## config.mk

```make
export PLATFORM = sky130hd
export DESIGN_NAME = muldiv_unit
export DESIGN_NICKNAME = d
export VERILOG_FILES = /design/src/rtl/mips_pkg.sv /design/src/rtl/muldiv_signfix.sv /design/src/rtl/muldiv_unit.sv
export SDC_FILE = /design/constraint.sdc
export NUM_CORES = 1
export LEC_CHECK = 0
export BUFFER_PORTS_ARGS = -buffer_cell sky130_fd_sc_hd__buf_4
export CORE_MARGIN = 4
export CORE_UTILIZATION = 35
export CTS_CLUSTER_DIAMETER = 80
export DETAILED_ROUTE_END_ITERATION = 12
export PLACE_DENSITY = 0.62
export SYNTH_ARGS = -nofsm -noshare
export SYNTH_HDL_FRONTEND = slang
export SYNTH_HIERARCHICAL = 1
export SYNTH_SLANG_ARGS = --single-unit
```

## constraint.sdc

```tcl
create_clock -name clk -period 15 [get_ports clk]
set_input_delay 2.25 -clock clk [delete_from_list [all_inputs] [get_ports clk]]
set_output_delay 2.25 -clock clk [all_outputs]
set_load 0.01 [all_outputs]
```

## src/rtl/mips_pkg.sv

```systemverilog
// Shared MIPS core definitions used by the multiply/divide unit:
// operation encodings, FSM state encoding and the default datapath width.
package mips_pkg;

  localparam int MULDIV_WIDTH = 32;

  // Encoding of the op input: bit 0 selects divide, bit 1 selects signed.
  typedef enum logic [1:0] {
    OP_MULTU = 2'b00,
    OP_DIVU  = 2'b01,
    OP_MULT  = 2'b10,
    OP_DIV   = 2'b11
  } muldiv_op_t;

  typedef enum logic [1:0] {
    ST_IDLE = 2'd0,
    ST_RUN  = 2'd1,
    ST_FIX  = 2'd2
  } muldiv_state_t;

endpackage

```

## src/rtl/muldiv_signfix.sv

```systemverilog
// Combinational sign handling for the multiply/divide unit.
// Latch side: turns the raw operands into magnitudes and records their signs.
// Fix side: re-applies signs to the unsigned result of the iterative core.
//   multiply: the 2*WIDTH product is negated when the operand signs differ
//   divide:   quotient negated when signs differ, remainder takes a's sign
module muldiv_signfix #(
  parameter int WIDTH = 32
) (
  input  logic             sgn_in,
  input  logic [WIDTH-1:0] a,
  input  logic [WIDTH-1:0] b,
  output logic [WIDTH-1:0] a_mag,
  output logic [WIDTH-1:0] b_mag,
  output logic             a_neg,
  output logic             b_neg,
  input  logic             sgn_fix,
  input  logic             is_div,
  input  logic             neg_a,
  input  logic             neg_b,
  input  logic [WIDTH-1:0] res_hi,
  input  logic [WIDTH-1:0] res_lo,
  output logic [WIDTH-1:0] fix_hi,
  output logic [WIDTH-1:0] fix_lo
);

  logic [2*WIDTH-1:0] prod_neg;

  // Operand magnitudes; a negative two's-complement value is negated.
  always_comb begin
    a_neg = sgn_in & a[WIDTH-1];
    b_neg = sgn_in & b[WIDTH-1];
    a_mag = a_neg ? (~a + 1'b1) : a;
    b_mag = b_neg ? (~b + 1'b1) : b;
  end

  // Result sign correction; unsigned results pass straight through.
  always_comb begin
    prod_neg = ~{res_hi, res_lo} + 1'b1;
    fix_hi   = res_hi;
    fix_lo   = res_lo;
    if (sgn_fix) begin
      if (is_div) begin
        if (neg_a ^ neg_b) fix_lo = ~res_lo + 1'b1;
        if (neg_a)         fix_hi = ~res_hi + 1'b1;
      end else if (neg_a ^ neg_b) begin
        fix_hi = prod_neg[2*WIDTH-1:WIDTH];
        fix_lo = prod_neg[WIDTH-1:0];
      end
    end
  end

endmodule

```

## src/rtl/muldiv_unit.sv

```systemverilog
// Iterative MIPS HI/LO multiply/divide unit.
// Multiply is radix-2 shift-add, divide is restoring division; both spend
// WIDTH cycles in RUN then one cycle in FIX, where HI/LO are written and
// done pulses. Divide by zero skips RUN entirely.
// Build option: define MULDIV_SIGNED_EN to make MULT/DIV signed; without it
// op[1] is ignored and all four ops run unsigned.
//
// Handshake: start is a request that is taken only when the unit is idle
// (busy low); it is ignored otherwise and never queued. Completion is the
// one-cycle done pulse; hi/lo carry the new result from that cycle on and a
// new start may be presented in the done cycle itself.
module muldiv_unit
  import mips_pkg::*;
#(
  parameter int WIDTH = MULDIV_WIDTH
) (
  input  logic          clk,
  input  logic          reset,
  input  logic          start,
  input  logic [1:0]    op,
  input  logic [WIDTH-1:0] a,
  input  logic [WIDTH-1:0] b,
  output logic          busy,
  output logic          done,
  output logic          divzero,
  output logic [WIDTH-1:0] hi,
  output logic [WIDTH-1:0] lo,
  output muldiv_state_t dbg_state
);

  localparam int CW = $clog2(WIDTH);

  muldiv_state_t    state_q, state_d;
  logic [CW-1:0]    cnt_q;
  logic [WIDTH-1:0] acc_q;   // product high half / partial remainder
  logic [WIDTH-1:0] q_q;     // multiplier (shifts out) / quotient (shifts in)
  logic [WIDTH-1:0] m_q;     // multiplicand / divisor magnitude
  logic             div_q, sgn_q, neg_a_q, neg_b_q, dz_q;

  logic             is_div_in, is_signed_in, b_zero, take;
  logic [WIDTH-1:0] a_mag, b_mag, fix_hi, fix_lo;
  logic             a_neg, b_neg;
  logic [WIDTH:0]   mul_sum, div_shift;
  logic             div_ge;
  logic [WIDTH-1:0] div_acc;

  assign is_div_in = op[0];
`ifdef MULDIV_SIGNED_EN
  assign is_signed_in = op[1];
`else
  logic unused_op_sign;
  assign unused_op_sign = op[1];
  assign is_signed_in   = 1'b0;
`endif

  assign b_zero    = (b == '0);
  assign take      = (state_q == ST_IDLE) && start;
  assign busy      = (state_q != ST_IDLE);
  assign dbg_state = state_q;

  muldiv_signfix #(.WIDTH(WIDTH)) u_signfix (
    .sgn_in  (is_signed_in),
    .a       (a),
    .b       (b),
    .a_mag   (a_mag),
    .b_mag   (b_mag),
    .a_neg   (a_neg),
    .b_neg   (b_neg),
    .sgn_fix (sgn_q),
    .is_div  (div_q),
    .neg_a   (neg_a_q),
    .neg_b   (neg_b_q),
    .res_hi  (acc_q),
    .res_lo  (q_q),
    .fix_hi  (fix_hi),
    .fix_lo  (fix_lo)
  );

  // State register.
  always_ff @(posedge clk or posedge reset) begin
    if (reset) state_q <= ST_IDLE;
    else       state_q <= state_d;
  end

  // Next state: divide by zero goes straight to FIX.
  always_comb begin
    state_d = state_q;
    case (state_q)
      ST_IDLE: if (start) state_d = (is_div_in && b_zero) ? ST_FIX : ST_RUN;
      ST_RUN:  if (cnt_q == CW'(WIDTH - 1)) state_d = ST_FIX;
      ST_FIX:  state_d = ST_IDLE;
      default: state_d = ST_IDLE;
    endcase
  end

  // One iteration step of each algorithm.
  always_comb begin
    mul_sum   = {1'b0, acc_q} + (q_q[0] ? {1'b0, m_q} : '0);
    div_shift = {acc_q, q_q[WIDTH-1]};
    div_ge    = (div_shift >= {1'b0, m_q});
    // When div_ge holds the true difference is below m_q, so the low
    // WIDTH bits of the subtraction are exact.
    div_acc   = div_ge ? (div_shift[WIDTH-1:0] - m_q) : div_shift[WIDTH-1:0];
  end

  // Operand latch and iterative datapath.
  always_ff @(posedge clk or posedge reset) begin
    if (reset) begin
      cnt_q   <= '0;
      acc_q   <= '0;
      q_q     <= '0;
      m_q     <= '0;
      div_q   <= 1'b0;
      sgn_q   <= 1'b0;
      neg_a_q <= 1'b0;
      neg_b_q <= 1'b0;
      dz_q    <= 1'b0;
    end else if (take) begin
      cnt_q   <= '0;
      div_q   <= is_div_in;
      sgn_q   <= is_signed_in;
      neg_a_q <= a_neg;
      neg_b_q <= b_neg;
      dz_q    <= is_div_in && b_zero;
      m_q     <= b_mag;
      if (is_div_in && b_zero) begin
        // Divide by zero result is prepared here: hi = raw a, lo = all ones.
        acc_q <= a;
        q_q   <= '1;
      end else begin
        acc_q <= '0;
        q_q   <= a_mag;
      end
    end else if (state_q == ST_RUN) begin
      cnt_q <= cnt_q + 1'b1;
      if (div_q) begin
        acc_q <= div_acc;
        q_q   <= {q_q[WIDTH-2:0], div_ge};
      end else begin
        acc_q <= mul_sum[WIDTH:1];
        q_q   <= {mul_sum[0], q_q[WIDTH-1:1]};
      end
    end
  end

  // HI/LO update and completion flags, all at FIX exit.
  always_ff @(posedge clk or posedge reset) begin
    if (reset) begin
      hi      <= '0;
      lo      <= '0;
      done    <= 1'b0;
      divzero <= 1'b0;
    end else begin
      done    <= (state_q == ST_FIX);
      divzero <= (state_q == ST_FIX) && dz_q;
      if (state_q == ST_FIX) begin
        if (dz_q) begin
          hi <= acc_q;
          lo <= q_q;
        end else begin
          hi <= fix_hi;
          lo <= fix_lo;
        end
      end
    end
  end

endmodule
```

# ---- Word level (Yosys, flattened, before mapping)
# Index checks and enable logic that the tools add are counted.
dict set report op_classes {
  eq_ne 5
  n_mux 16
  n_lt_le_gt_ge 1
  n_addsub 3
  n_reduce_logical 8
}
# cell n
set ops {}
lappend ops {{$mux W32} 10}
lappend ops {{$add A32 B32 Y33} 1}
lappend ops {{$ge A33 B32 Y1} 1}
lappend ops {{$logic_not A32 Y1} 1}
lappend ops {{$sub A32 B32 Y32} 1}
lappend ops {{$mux W5} 2}
lappend ops {{$mux W2} 3}
lappend ops {{$add A5 B1 Y5 const B} 1}
lappend ops {{$eq A5 B5 Y1 const B} 1}
lappend ops {{$ne A2 B2 Y1 const B} 2}
lappend ops {{$pmux W2 S2} 1}
lappend ops {{$reduce_bool A2 Y1} 2}
lappend ops {{$logic_and A1 B1 Y1} 3}
lappend ops {{$eq A2 B1 Y1 const B} 1}
lappend ops {{$eq A2 B2 Y1 const B} 1}
lappend ops {{$logic_not A2 Y1} 1}
lappend ops {{$reduce_and A2 Y1} 1}
dict set report word_totals {
  wordCells 44
  regBits 171
  in_bits 69
  out_inout_bits 69
}

# ---- Depth between registers and ports, before layout
dict set report depth {
  ltp_word 5
  ltp_mapped 13
  mapped_depth_nobuf 13
}

# ---- By module
# The synthesis kept the hierarchy.
# mod instances cells_each area_per_inst_um2 seq_area_each_um2
set modules_own_cells {}
lappend modules_own_cells {muldiv_unit 1 1426 12077.8 4329.2}
lappend modules_own_cells {muldiv_signfix 1 490 3149.3 0.0}

# ---- Worst setup path before layout
# Ideal clock, no wire load.
dict set report synth_timing {
  path_type {input to register}
  from {in b[9]}
  to {reg acc_q[25]}
  slack_ns 11.049
  path_buffers 1
  arrival_time_ns 3.869
  t_required_ns 14.918
  setup_ns 0.082
  cell_stages 8
  path_cell_list {nor4_1 nand4_1 nor4_1 clkbuf_1 nand2_1 nand2_1 a31oi_1 a31oi_1}
}
dict set report synth_via {
  elab_chain_cells 4
}
# item line_no
set synth_lines {}
lappend synth_lines {{start: declaration} muldiv_unit.sv:22} ;# input logic [WIDTH-1:0] b,
lappend synth_lines {{$logic_not A32 Y1} muldiv_unit.sv:56} ;# assign b_zero = (b == '0);
lappend synth_lines {{$logic_and A1 B1 Y1} muldiv_unit.sv:126} ;# if (is_div_in && b_zero) begin
lappend synth_lines {{$mux W32} muldiv_unit.sv:126}
lappend synth_lines {{$mux W32} muldiv_unit.sv:118} ;# end else if (take) begin
lappend synth_lines {{end signal: assignment} muldiv_unit.sv:137} ;# acc_q <= div_acc;
lappend synth_lines {{end signal: assignment} muldiv_unit.sv:140} ;# acc_q <= mul_sum[WIDTH:1];
lappend synth_lines {{end: declaration} muldiv_unit.sv:35} ;# logic [WIDTH-1:0] acc_q;
# Every way passes these cells.
# A chain may end at the register's enable or synchronous reset.

# ---- Worst setup path in the final report
dict set report layout_timing {
  from {reg acc_q[11]}
  to {reg acc_q[8]}
}
dict set report layout_via {
  elab_chain_cells 5
}
# item line_no
set layout_lines {}
lappend layout_lines {{$ge A33 B32 Y1} muldiv_unit.sv:100} ;# div_ge = (div_shift >= {1'b0, m_q});
lappend layout_lines {{$mux W32} muldiv_unit.sv:103} ;# div_acc = div_ge ? (div_shift[WIDTH-1:0] - m_q) : div_shift[WIDTH-1:0];
lappend layout_lines {{$mux W32} muldiv_unit.sv:136} ;# if (div_q) begin
lappend layout_lines {{$mux W32} muldiv_unit.sv:134} ;# end else if (state_q == ST_RUN) begin
lappend layout_lines {{$mux W32} muldiv_unit.sv:118}
# Every way passes these cells. The select of a mux whose other input is x is not followed.

==> summary.md <==
| Metric | Value |
|---|---|
| Status | finished clean |
| Top-count cell post-synth | o21ai_0 |
| WP data arrival | 4510 ps |
| NetSw | 2.180 mW |
| Comb pwr share | 0.676 |
| Worst setup EP type | flop |
| H-Tree Depth | 4 |
| DR WL/cell | 19.27 um |
| Max Slew Vio Count | 0 |
| Die ar. | 46,910 sq um |
| Routed Wire Length | 50,100 um |
| Int Power | 2.054 mW |
| Mapped Cells | 1,916 |
| DRT iter0 DRCs | 1,353 |
| Clk_lat worst skew | 470 ps |
| Worst Setup Start Kind | flop |
| Synth Warn # | 6 |
| Final hold violations | 0 |
| Reg power frac | 0.216 |
| # diodes | 0 |
| Synthesis-stage register bit count | 173 |
| Cell mode on critical path | a21oi_1 |
| CP cell instances | ha_1 > a21oi_1 > o21ai_0 > a2111oi_2 > nor3_1 > nor3_4 > buf_4 > mux2_2 > a221oi_1 > a21oi_1 |
| Port buffer count | 136 |
| Synthesis-to-finish area growth | 14.29% |
| Netlist Area Pre-Place | 15,230 sq um |
| Post-synth top area cell | dfrtp_1 |
| First-pass GRT wire length | 79,180 um |
| Yosys cell types | 86 |
| Quantity of hold-fixing buffers added after cts | 0 |
| Num rows | 76 |
| Max cap viols | 0 |
| Die width | 216.6 um |
| Vias in the first global route | 13,914 |
| Synth top area cells | dfrtp_1, o21ai_0, mux2i_1, ha_1, xnor2_1 |
| Clock share of power | 0.108 |
| Slowest cell on crit path | a2111oi_2 |
| Synth top cells by count | o21ai_0, nand2_1, dfrtp_1, a21oi_1, nor2_1 |
| Max Freq | 0.2402 GHz |
| Setup violations, final | 0 |
| Root cell of the clock tree | clkbuf_16 |
| Top FF cell, synth | dfrtp_1 |
| Antenna violation net count after detailed routing | 0 |
| Top cell family by delay on the critical path | compound AO/OA/AOI/OAI gates |
| Initial antenna violation count | 0 |
| Cts bufs inserted | 17 |
| Clk_skew | 15.61 ps |
| Cts repair resizes | 0 |
| Worst Path Max Fanout | 25 |
| Share of the synthesized area in the top cell type | 0.2843 |
| HPWL Detailed | 38,870 um |
| Mean Syn Cell Area | 7.947 sq um |
| Crit path kind | reg -> reg |
| GRT Resource Usage Total | 0.2106 |
| CTS tree | yes |
| Final min period | 4163 ps |
| P_leak | 7.400 nW |
| Slew @ Worst Pin | 993.7 ps |
| Number of flops mapped to enable cells by yosys | 0 |
| CTS Buffer Depth | 2 |
| Layout net count | 2,143 |
| Switching share of total power | 0.5148 |
| Largest net degree at the start of global routing | 105 |
| Effective utilization at floorplan | 0.3535 |
| CTS Sinks | 173 |
| Via count | 14,377 |
| Core box area | 43,080 sq um |
| Fraction of layout cells with a size suffix above 1 | 0.1181 |
| Worst relative slew slack | 0.3375 |
| CP Buf/Inv Count | 1 |
| Setup_tns | 0 ps |
| Worst Hold Class | reg -> reg |
| Total power draw | 4.234 mW |
| RSZ-0062 raised after global routing | false |
| Vias per Instance | 5.530 |
| Max rail drop VDD | 0.09689 mV |
| Largest stage delay, worst path | 710 ps |
| 1st-pass router iterations | 6 |
| Gr ovfl total | 0 |
| DRC viols | 0 |
| GP Congestion | 0.9232 |
| Post-CTS Setup Bufs | 0 |
| Final period util | 0.2775 |
| Ys async rst share | 1.000 |
| PwrDens | 243.3 nW/um^2 |
| Die H | 216.6 um |
| Seq/Total Area, Yosys | 0.2843 |
| Io pins | 138 |
| Clock-pin slew on the worst setup and hold paths | 80 ps |
| Critical Path RT | 15,340 ps |
stage by stage:
stage               setup slack (ps)  cells  hold slack, ps  area, sq um    util
floorplan                       8062   1922           445.1        15250       -
global placement               10350   2568           462.9        16810  0.3902
detailed placement             10330   2568           470.6        16810  0.3902
CTS                            10840   2600           488.1        17400  0.4040
global route                   10550   2600           499.6        17400  0.4040
finish                         10840   2600           483.7        17400  0.4040
state kept, by name, summed over array words and instances (netlist names):
| register | cells |
|---|---|
| divzero | 1 |
| m_q | 32 |
| dz_q | 1 |
| cnt_q | 5 |
| acc_q | 32 |
| div_q | 1 |
| hi | 32 |
| neg_b_q | 1 |
| done | 1 |
| q_q | 32 |
| dbg_state | 2 |
| neg_a_q | 1 |
| lo | 32 |
power groups by stage:
stage / Combinational, mW / Sequential (mW) / Clock (mW)
global route: 3.18 / 0.944 / 0.485
global placement: 2.77 / 0.908 / 0
CTS: 2.81 / 0.905 / 0.467
floorplan: 2.12 / 0.829 / 0
detailed placement: 2.79 / 0.916 / 0
finish: 2.86 / 0.914 / 0.457
kinds of logic after synthesis:
kind of cell             share of synthesized area
adder cells (fa/ha/maj)                    0.06015
flip-flops                                  0.2843
AND/OR/NAND/NOR                             0.1936
other                                    0.0002463
multiplexers                               0.07880
XOR/XNOR                                   0.09318
buffers and inverters                      0.04429
AO/OA/AOI/OAI                               0.2454
layer usage:
layer / wire [um] / part of all wire / up-vias / GRT usage
met3: 2320 / 0.046 / 58 / 0.02692
li1: - / - / 7097 / -
met4: 1242 / 0.025 / 0 / 0.06571
met5: 0 / 0 / - / 0
met2: 22910 / 0.46 / 412 / 0.3400
met1: 23620 / 0.47 / 6810 / 0.2944
cell type report:
cell class / instances / area [sq um]
Fill cell: 4473 / 25670
Clock inverter: 15 / 168.9
Timing Repair Buffer: 159 / 1194
Inverter: 73 / 279.0
Sequential cell: 173 / 4334
Multi-Input combinational cell: 1578 / 10270
Clock buffer: 17 / 425.4
Tap cell: 585 / 732.0
cells in the final DEF (no fill, tap or decap), drive strengths merged, types with 70 or more instances in the layout:
| cell | n |
|---|---|
| nand2 | 209 |
| mux2i | 103 |
| inv | 79 |
| o21ai | 248 |
| buf | 159 |
| nor2 | 141 |
| xnor2 | 97 |
| ha | 70 |
| dfrtp | 173 |
| a21oi | 155 |
worst min-delay path, delay by kind of cell (launching register included):
family | cells | cell delay (ps)
and+or+nand+nor | 1 | 50
AOI/OAI and AO/OA | 1 | 60
DFF | 1 | 340
final timing paths:
| kind | from | end | depth (start not counted) | slack (ps) |
|---|---|---|---|---|
| min reg2reg | lo[19]$_DFFE_PP0P_ | lo[19]$_DFFE_PP0P_ | 2 | 480 |
| min | lo[19]$_DFFE_PP0P_ | lo[19]$_DFFE_PP0P_ | 2 | 480 |
| min in group asynchronous | reset | dbg_state[0]$_DFFE_PP0P_ | 2 | 1790 |
| max reg2reg | acc_q[11]$_DFFE_PP0P_ | acc_q[8]$_DFFE_PP0P_ | 10 | 10840 |
| max | acc_q[11]$_DFFE_PP0P_ | acc_q[8]$_DFFE_PP0P_ | 10 | 10840 |
| max in group asynchronous | reset | hi[15]$_DFFE_PP0P_ | 4 | 11250 |
(Power assumes the default switching activity.)
